==> src/rtl/alu_seq.sv <==
// alu_seq: registered WIDTH-bit ALU behind a start/done handshake.
// Single-cycle ops complete one edge after start. When DIV_ENABLE = 1, DIVU/REMU
// run on an iterative restoring divider that needs WIDTH cycles, and busy is
// high while it works.
module alu_seq #(
    parameter int WIDTH      = 32,
    parameter int DIV_ENABLE = 1
) (
    input  logic             clk,
    input  logic             resetn,
    input  logic             start,
    input  logic [3:0]       op,
    input  logic [WIDTH-1:0] a,
    input  logic [WIDTH-1:0] b,
    output logic [WIDTH-1:0] c,
    output logic             is_zero,
    output logic             is_negative,
    output logic             div_by_zero,
    output logic             busy,
    output logic             done
);

    localparam int               CNT_W   = $clog2(WIDTH);
    localparam logic             HAS_DIV = (DIV_ENABLE != 0);
    localparam logic [WIDTH-1:0] W_VAL   = WIDTH'(WIDTH);
    localparam logic [CNT_W-1:0] CNT_END = CNT_W'(WIDTH - 1);

    typedef enum logic [1:0] {
        ST_IDLE = 2'd0,
        ST_DIV  = 2'd1
    } state_t;

    state_t             state_r;
    logic [CNT_W-1:0]   cnt_r;
    logic [WIDTH-1:0]   dvd_r;        // dividend shifting out, quotient shifting in
    logic [WIDTH-1:0]   dvs_r;
    logic [WIDTH-1:0]   rem_r;
    logic               op_rem_r;     // 1 = REMU, 0 = DIVU
    logic [WIDTH-1:0]   c_r;
    logic               is_zero_r;
    logic               is_negative_r;
    logic               div_by_zero_r;
    logic               busy_r;
    logic               done_r;

    logic [2*WIDTH-1:0] prod_s;
    logic [WIDTH-1:0]   diff_s;
    logic [WIDTH-1:0]   alu_s;
    logic               is_div_op_s;
    logic [WIDTH:0]     trial_s;
    logic [WIDTH-1:0]   rem_next_s;
    logic               qbit_s;
    logic [WIDTH-1:0]   div_res_s;

    // Count leading zeros; an all-zero value yields WIDTH.
    function automatic logic [WIDTH-1:0] clz(input logic [WIDTH-1:0] v);
        logic [WIDTH-1:0] n;
        logic             found;
        n     = {WIDTH{1'b0}};
        found = 1'b0;
        for (int i = WIDTH - 1; i >= 0; i--) begin
            if (found) begin
                n = n;
            end else if (v[i]) begin
                found = 1'b1;
            end else begin
                n = n + WIDTH'(1);
            end
        end
        return n;
    endfunction

    assign c           = c_r;
    assign is_zero     = is_zero_r;
    assign is_negative = is_negative_r;
    assign div_by_zero = div_by_zero_r;
    assign busy        = busy_r;
    assign done        = done_r;

    // Single-cycle result for the operands currently on the inputs.
    always_comb begin
        prod_s      = {{WIDTH{1'b0}}, a} * {{WIDTH{1'b0}}, b};
        diff_s      = a - b;
        is_div_op_s = (op == 4'd2) || (op == 4'd3);
        alu_s       = {WIDTH{1'b0}};
        case (op)
            4'd0:  alu_s = a + b;
            4'd1:  alu_s = diff_s;
            4'd4:  alu_s = a & b;
            4'd5:  alu_s = a | b;
            4'd6:  alu_s = a ^ b;
            4'd7:  alu_s = ~a;
            4'd8: begin
                if (diff_s[WIDTH-1]) begin
                    alu_s = {WIDTH{1'b1}};
                end else if (a == b) begin
                    alu_s = {WIDTH{1'b0}};
                end else begin
                    alu_s = WIDTH'(1);
                end
            end
            4'd9:  alu_s = a;
            4'd10: alu_s = clz(a);
            4'd11: begin
                if (b >= W_VAL) begin
                    alu_s = {WIDTH{a[WIDTH-1]}};
                end else begin
                    alu_s = $signed(a) >>> b;
                end
            end
            4'd12: begin
                if (b >= W_VAL) begin
                    alu_s = {WIDTH{1'b0}};
                end else begin
                    alu_s = a << b;
                end
            end
            4'd13: begin
                if (b >= W_VAL) begin
                    alu_s = {WIDTH{1'b0}};
                end else begin
                    alu_s = a >> b;
                end
            end
            4'd14: alu_s = prod_s[WIDTH-1:0];
            4'd15: alu_s = prod_s[2*WIDTH-1:WIDTH];
            default: alu_s = {WIDTH{1'b0}};    // ops 2/3 without a divider
        endcase
    end

    // One restoring shift-subtract step; the borrow bit says whether to restore.
    always_comb begin
        trial_s = {rem_r, dvd_r[WIDTH-1]} - {1'b0, dvs_r};
        if (!trial_s[WIDTH]) begin
            rem_next_s = trial_s[WIDTH-1:0];
            qbit_s     = 1'b1;
        end else begin
            rem_next_s = {rem_r[WIDTH-2:0], dvd_r[WIDTH-1]};
            qbit_s     = 1'b0;
        end
        if (op_rem_r) begin
            div_res_s = rem_next_s;
        end else begin
            div_res_s = {dvd_r[WIDTH-2:0], qbit_s};
        end
    end

    // Control FSM, divider datapath and registered outputs.
    always_ff @(posedge clk) begin
        if (!resetn) begin
            state_r       <= ST_IDLE;
            cnt_r         <= {CNT_W{1'b0}};
            dvd_r         <= {WIDTH{1'b0}};
            dvs_r         <= {WIDTH{1'b0}};
            rem_r         <= {WIDTH{1'b0}};
            op_rem_r      <= 1'b0;
            c_r           <= {WIDTH{1'b0}};
            is_zero_r     <= 1'b1;
            is_negative_r <= 1'b0;
            div_by_zero_r <= 1'b0;
            busy_r        <= 1'b0;
            done_r        <= 1'b0;
        end else begin
            done_r <= 1'b0;
            case (state_r)
                ST_IDLE: begin
                    if (start && HAS_DIV && is_div_op_s) begin
                        dvd_r    <= a;
                        dvs_r    <= b;
                        rem_r    <= {WIDTH{1'b0}};
                        cnt_r    <= {CNT_W{1'b0}};
                        op_rem_r <= op[0];
                        busy_r   <= 1'b1;
                        state_r  <= ST_DIV;
                    end else if (start) begin
                        c_r           <= alu_s;
                        is_zero_r     <= (alu_s == {WIDTH{1'b0}});
                        is_negative_r <= alu_s[WIDTH-1];
                        div_by_zero_r <= 1'b0;
                        done_r        <= 1'b1;
                    end else begin
                        state_r <= ST_IDLE;
                    end
                end
                ST_DIV: begin
                    dvd_r <= {dvd_r[WIDTH-2:0], qbit_s};
                    rem_r <= rem_next_s;
                    if (cnt_r == CNT_END) begin
                        c_r           <= div_res_s;
                        is_zero_r     <= (div_res_s == {WIDTH{1'b0}});
                        is_negative_r <= div_res_s[WIDTH-1];
                        div_by_zero_r <= (dvs_r == {WIDTH{1'b0}});
                        done_r        <= 1'b1;
                        busy_r        <= 1'b0;
                        cnt_r         <= {CNT_W{1'b0}};
                        state_r       <= ST_IDLE;
                    end else begin
                        cnt_r <= cnt_r + CNT_W'(1);
                    end
                end
                default: begin
                    busy_r  <= 1'b0;
                    cnt_r   <= {CNT_W{1'b0}};
                    state_r <= ST_IDLE;
                end
            endcase
        end
    end

endmodule
==> config.mk <==
export PLATFORM = sky130hd
export DESIGN_NAME = alu_seq
export DESIGN_NICKNAME = d
export VERILOG_FILES = /design/src/rtl/alu_seq.sv
export SDC_FILE = /design/constraint.sdc
export NUM_CORES = 2
export LEC_CHECK = 0
export ABC_AREA = 1
export CAP_MARGIN = 20
export CELL_PAD_IN_SITES_DETAIL_PLACEMENT = 0
export CELL_PAD_IN_SITES_GLOBAL_PLACEMENT = 1
export CORE_MARGIN = 3
export CORE_UTILIZATION = 44
export CTS_CLUSTER_SIZE = 20
export DETAILED_ROUTE_END_ITERATION = 10
export PLACE_DENSITY_LB_ADDON = 0.1
export SYNTH_ARGS = -nofsm -noshare
export SYNTH_HDL_FRONTEND = slang
export SYNTH_SLANG_ARGS = --single-unit
==> constraint.sdc <==
create_clock -name clk -period 19.29 [get_ports clk]
set_input_delay 3.858 -clock clk [delete_from_list [all_inputs] [get_ports clk]]
set_output_delay 3.858 -clock clk [all_outputs]
set_load 0.01 [all_outputs]
-- Word-level counts from Yosys, hierarchy flattened
Cells that the tools add are included.
- register bits: 141
- bits of input ports: 71
- word-level logic and storage cells: 321
- add/subtract/negate cells: 35
- $mul: 1
- $lt $le $gt $ge: 1
- equality and inequality tests: 23
- shift-type cells: 3
- mux-type cells: 229
- bitwise operators: 4
- reduce and logical (&&, ||, !) cells: 13
- operators by type and width (operator ; number):
    $mux 32 ; 104
    $add 32x1->32 const B ; 31
    $pmux 32 s14 ; 1
    $pmux 32 s2 ; 3
    $mux 1 ; 109
    $logic_not 32->1 ; 3
    $mul 32x32->64 ; 1
    $sub 33x32->33 ; 1
    $add 32x32->32 ; 1
    $and 32x32->32 ; 1
    $eq 32x32->1 ; 1
    $eq 4x4->1 const B ; 8
    $ge 32x6->1 const B ; 1
    $not 32->32 ; 1
    $or 32x32->32 ; 1
    $shl 32x32->32 ; 1
    $shr 32x32->32 ; 1
    $sshr 32x32->32 ; 1
    $sub 32x32->32 ; 1
    $xor 32x32->32 ; 1
    $eq 4x3->1 const B ; 4
    $mux 5 ; 2
    $pmux 1 s2 ; 5
    $pmux 5 s2 ; 1
    other kinds (16) ; 25

-- Logic depth before layout (Yosys ltp)
- word-level depth: 130
- gate-level depth with buffers: 132
- gate-level depth less buffers: 131

-- Worst setup path after synthesis
Ideal clock, no wire load.
- path type: input -> register
- from: input port a[30]
- to: register is_zero_r (netlist: is_zero)
- setup time: 0.070 ns
- data arrival time: 20.635 ns
- required time: 19.220 ns
- path slack: -1.415 ns
- stages on the path: 131
- path buffers: 1
- path through: buf_6 -> inv_1 -> a21oi_1 -> ha_1 -> inv_1 -> nand3_1 -> and2_1 -> ha_1 -> nand2_1 -> o211ai_1 -> nand2_1 -> inv_1 -> ha_1 -> nand2_1 -> nand2_1 -> ha_1 -> or2_1 -> nand2_1 -> [... 95 more ...] -> o21bai_1 -> o211a_1 -> nand2_1 -> nor3_1 -> nand3_1 -> nor2_1 -> nand3_1 -> nor2_1 -> nand3_1 -> nor2_1 -> nand3_1 -> nor2_1 -> nand4_1 -> nor2_1 -> nand4_1 -> nor2_1 -> nand4_1 -> a21oi_1
- longest elaborated chain between the ends: 127
- ends and longest elaborated chain (item ; line ; text):
    start, declared ; 13 ; input logic [WIDTH-1:0] a,
    $mux 32 ; 64 ; end else if (v[i]) begin
    $mux 32 ; 62 ; if (found) begin
    $mux 32 ; 86 ; case (op)
    $add 32x1->32 ; 67 ; n = n + WIDTH'(1);
    $mux 32 ; 64 ;
    $mux 32 ; 62 ;
    $mux 32 ; 86 ;
    $add 32x1->32 ; 67 ;
    [... 111 more ...] ; n/a ;
    $add 32x1->32 ; 67 ;
    $mux 32 ; 64 ;
    $mux 32 ; 62 ;
    $pmux 32 s14 * ; 86 ;
    $logic_not 32->1 * ; 177 ; is_zero_r <= (alu_s == {WIDTH{1'b0}});
    $mux 1 * ; 175 ; end else if (start) begin
    $mux 1 * ; 167 ; if (start && HAS_DIV && is_div_op_s) begin
    $pmux 1 s2 * ; 165 ; case (state_r)
    end signal, assigned ; 177 ;
    end signal, assigned ; 190 ; is_zero_r <= (div_res_s == {WIDTH{1'b0}});
    end, declared ; 40 ; logic is_zero_r;
Mark *: on every way between the ends. The rest lies on a longest branch, timed or not. The select of a mux whose other input is x is not followed.
A chain may end at the register's enable or synchronous reset.

-- Worst setup path after layout
Same ends and word-level chain as after synthesis.

==> flow_summary_export.csv <==
group,metric,value,unit
floorplan,dieArea,124000,um2
placement,dpl.hpwl,168000,um
worst_setup_path,crit_type,"in2reg",
timing,max_slew.worst_pin.slew,1280,ps
timing,finalHoldViolations,0,
clock_network,htreeDepth,4,
detailed_routing,drtPass1Iterations,6,
layout,final_cell_mix,"1939 x nand2_1, 1652 x inv_1, 899 x fa_1",
floorplan,row_count,126,
layout,layoutNonFillerInstCount,9142,
layout,area_growth,8.19,%
timing,maxSlewHeadroom,14.0,%
placement,gp_congestion,1.05,
floorplan,ios,108,
floorplan,fp.dieH,353,um
floorplan,design.core.area,119000,um2
grt,grt_pass1_wl,319000,um
clock_network,clkSlewWorstSetupHoldPaths,60,ps
layout,fin_util,48.2,%
clock_network,ctsLongestPathBuffers,2,
placement,numPortBuffers,107,
timing,tns,-650,ps
timing,layout_setup_ws,-650,ps
detailed_routing,vias_per_cell,5.49,
grt,antenna_found_initial,11,
synth,ys_seq_area_share,5.26,%
worst_setup_path,cpLargestDelayFamily,"adder cells",
outcome,violations,"setup timing",
detailed_routing,via_count,50200,
detailed_routing,ant_nets,0,
grt,use_met1,49.2,%
detailed_routing,dr.first_iter.drc_count,4711,
worst_setup_path,path_buf_inv,26,
clock_network,cts.sinks,139,
layout,layout.cells.most_common,"nand2_1",
detailed_routing,wire_per_inst,23.1,um
synth,avgSynthCellArea,6.98,um2
clock_network,cts-root-buf,"clkbuf_16",
grt,grt-ovfl-total,0,
grt,grt_max_degree,73,
grt,grt.busiest_layer,"met2",
grt,grt_pass1_vias,49400,
worst_setup_path,crit_top_cell,"ha_4",
timing,rsz0062_at_grt,"yes",
synth,ys_types,71,
synth,netlist_area,52900,um2
clock_network,insertion_delay,440,ps
layout,finalNetCount,8918,
timing,skew,9.92,ps
timing,fin_crit,19940,ps
synth,netlist_instances,7574,
synth,syn_nets,8965,
worst_setup_path,max_stage_delay,310,ps
timing,fmaxAchievable,50.2,MHz
worst_setup_path,cp_slowest_cell,"ha_1",
synth,synth_flop_cell,"dfxtp_1",
timing,setup-violations-final,1,
job,drv_cap,0,
grt,met2_usage,52.0,%
placement,dpl.cell_count,9094,
min_path,hold_path.class,"reg2reg",
floorplan,start_util,44.5,%
detailed_routing,drc,0,
worst_setup_path,cp-start-kind,"input pin",
worst_setup_path,critical_path_required,19660,ps
worst_setup_path,crit_path_end_kind,"flip-flop",
placement,dp_slack,-1730,ps
outcome,status,"finished with violations",
clock_network,cts_buffers,17,
synth,ys_warn_count,0,
floorplan,die_w,353,um
layout,drive_gt1_share,7.72,%
synth,synth_enable_flop_cells,0,
worst_setup_path,cp_max_fo,3,
timing,report.final.slew_viol_count,0,
clock_network,cts_tree,"built",
detailed_routing,drt_wl_total,211000,um
timing,finalCritPeriodShare,103,%
synth,ys_ff_latch,139,
worst_setup_path,critical_path_arrival,20310,ps
synth,synthArstFlopShare,0,%
grt,grt_use_total,33.7,%
grt,grt_use_met3,3.55,%
worst register-to-register path, delay by kind of cell (launching register included):
kind / cells / cell delay [ps]
adder cells (fa/ha/maj): 2 / 400
flip-flops: 1 / 380
AO/OA/AOI/OAI: 13 / 2330
AND/OR/NAND/NOR: 23 / 3310
buffers and inverters: 7 / 1170
synthesized netlist by cell type (10+ instances only):
| cell type | number | area share (%) |
|---|---|---|
| nand2_1 | 1965 | 14 |
| inv_1 | 1675 | 12 |
| fa_1 | 899 | 34 |
| o21ai_0 | 481 | 4.6 |
| ha_1 | 421 | 10 |
| a21oi_1 | 389 | 3.7 |
| nor2_1 | 331 | 2.3 |
| clkbuf_1 | 311 | 2.2 |
| nand3_1 | 192 | 1.8 |
| dfxtp_1 | 139 | 5.3 |
| nand4_1 | 68 | 0.80 |
| buf_1 | 64 | 0.45 |
| o22ai_1 | 48 | 0.57 |
| or2_2 | 44 | 0.52 |
| xor2_1 | 44 | 0.73 |
| a31oi_1 | 43 | 0.51 |
| o211ai_1 | 37 | 0.53 |
| nor3_1 | 33 | 0.31 |
| buf_2 | 29 | 0.27 |
| nand2_2 | 29 | 0.34 |
| inv_2 | 23 | 0.16 |
| o2111ai_1 | 21 | 0.35 |
| a211oi_1 | 20 | 0.28 |
| nand3_2 | 20 | 0.38 |
| o221ai_1 | 20 | 0.33 |
| nor4_1 | 19 | 0.22 |
| a221oi_1 | 13 | 0.22 |
| a22oi_1 | 13 | 0.18 |
| nor2_4 | 13 | 0.28 |
| o21bai_1 | 13 | 0.18 |
| nor2_8 | 11 | 0.42 |
| a311oi_1 | 10 | 0.17 |
| o31ai_1 | 10 | 0.14 |
| xnor2_1 | 10 | 0.17 |
metrics by stage:
stage                     area [um2]  hold slack, ps
final                          57200             456
after global routing           57200             478
after CTS                      56700             458
after detailed placement       56000             445
after global placement         56000             441
after floorplan                53000             441
final timing paths:
path                            cells past startpoint  startpoint      end  slack (ps)
worst max-delay path                              131       a[30]  is_zero        -650
worst min-delay path                                2       c[14]    c[14]         460
worst max register to register                     45   dvd_r[31]  is_zero       11620
worst min register to register                      2       c[14]    c[14]         460
cell families (layout without fill, tap and decap cells):
family,Yosys count,count (layout),share of synthesized area [%]
and+or+nand+nor,2755,2755,21.8
buffers and inverters,2118,2084,15.2
adders and majority gates,1320,1320,44.0
AOI/OAI and AO/OA,1181,1181,12.7
DFF,139,139,5.26
xor gates and xnor gates,54,54,0.894
muxes,7,7,0.133
other,0,2,0
cell type report:
class | instances | area, um2
repair buffers | 342 | 2680
clock inverters | 15 | 221
inverters | 1710 | 6430
well taps | 1600 | 2000
clock buffers | 17 | 425
multi-input cells | 5317 | 42700
fillers | 12400 | 61500
flip-flops and latches | 139 | 2780
diodes | 2 | 5.00
per-layer routing:
metal,wire length (um),up-vias
li1,-,23000
met1,95500,25100
met5,16,-
met2,92100,1787
met4,8330,2
met3,14900,285
sequential cells by signal, indices dropped and copies added (netlist names):
register / cells
cnt_r: 5
div_by_zero: 1
state_r: 1
busy: 1
rem_r: 32
is_negative: 1
c: 31
is_zero: 1
op_rem_r: 1
dvd_r: 32
done: 1
dvs_r: 32
timing repair:
item,CTS,global route
setup buffers,3,11
gates resized for setup,8,98
hold buffers,0,0
pin swaps,14,59
setup endpoints to repair,4,9
gates cloned,0,0
Power is left out: the tool's default activity adds up to more than one toggle a clock period on the data nets, which glitch-free logic cannot reach.
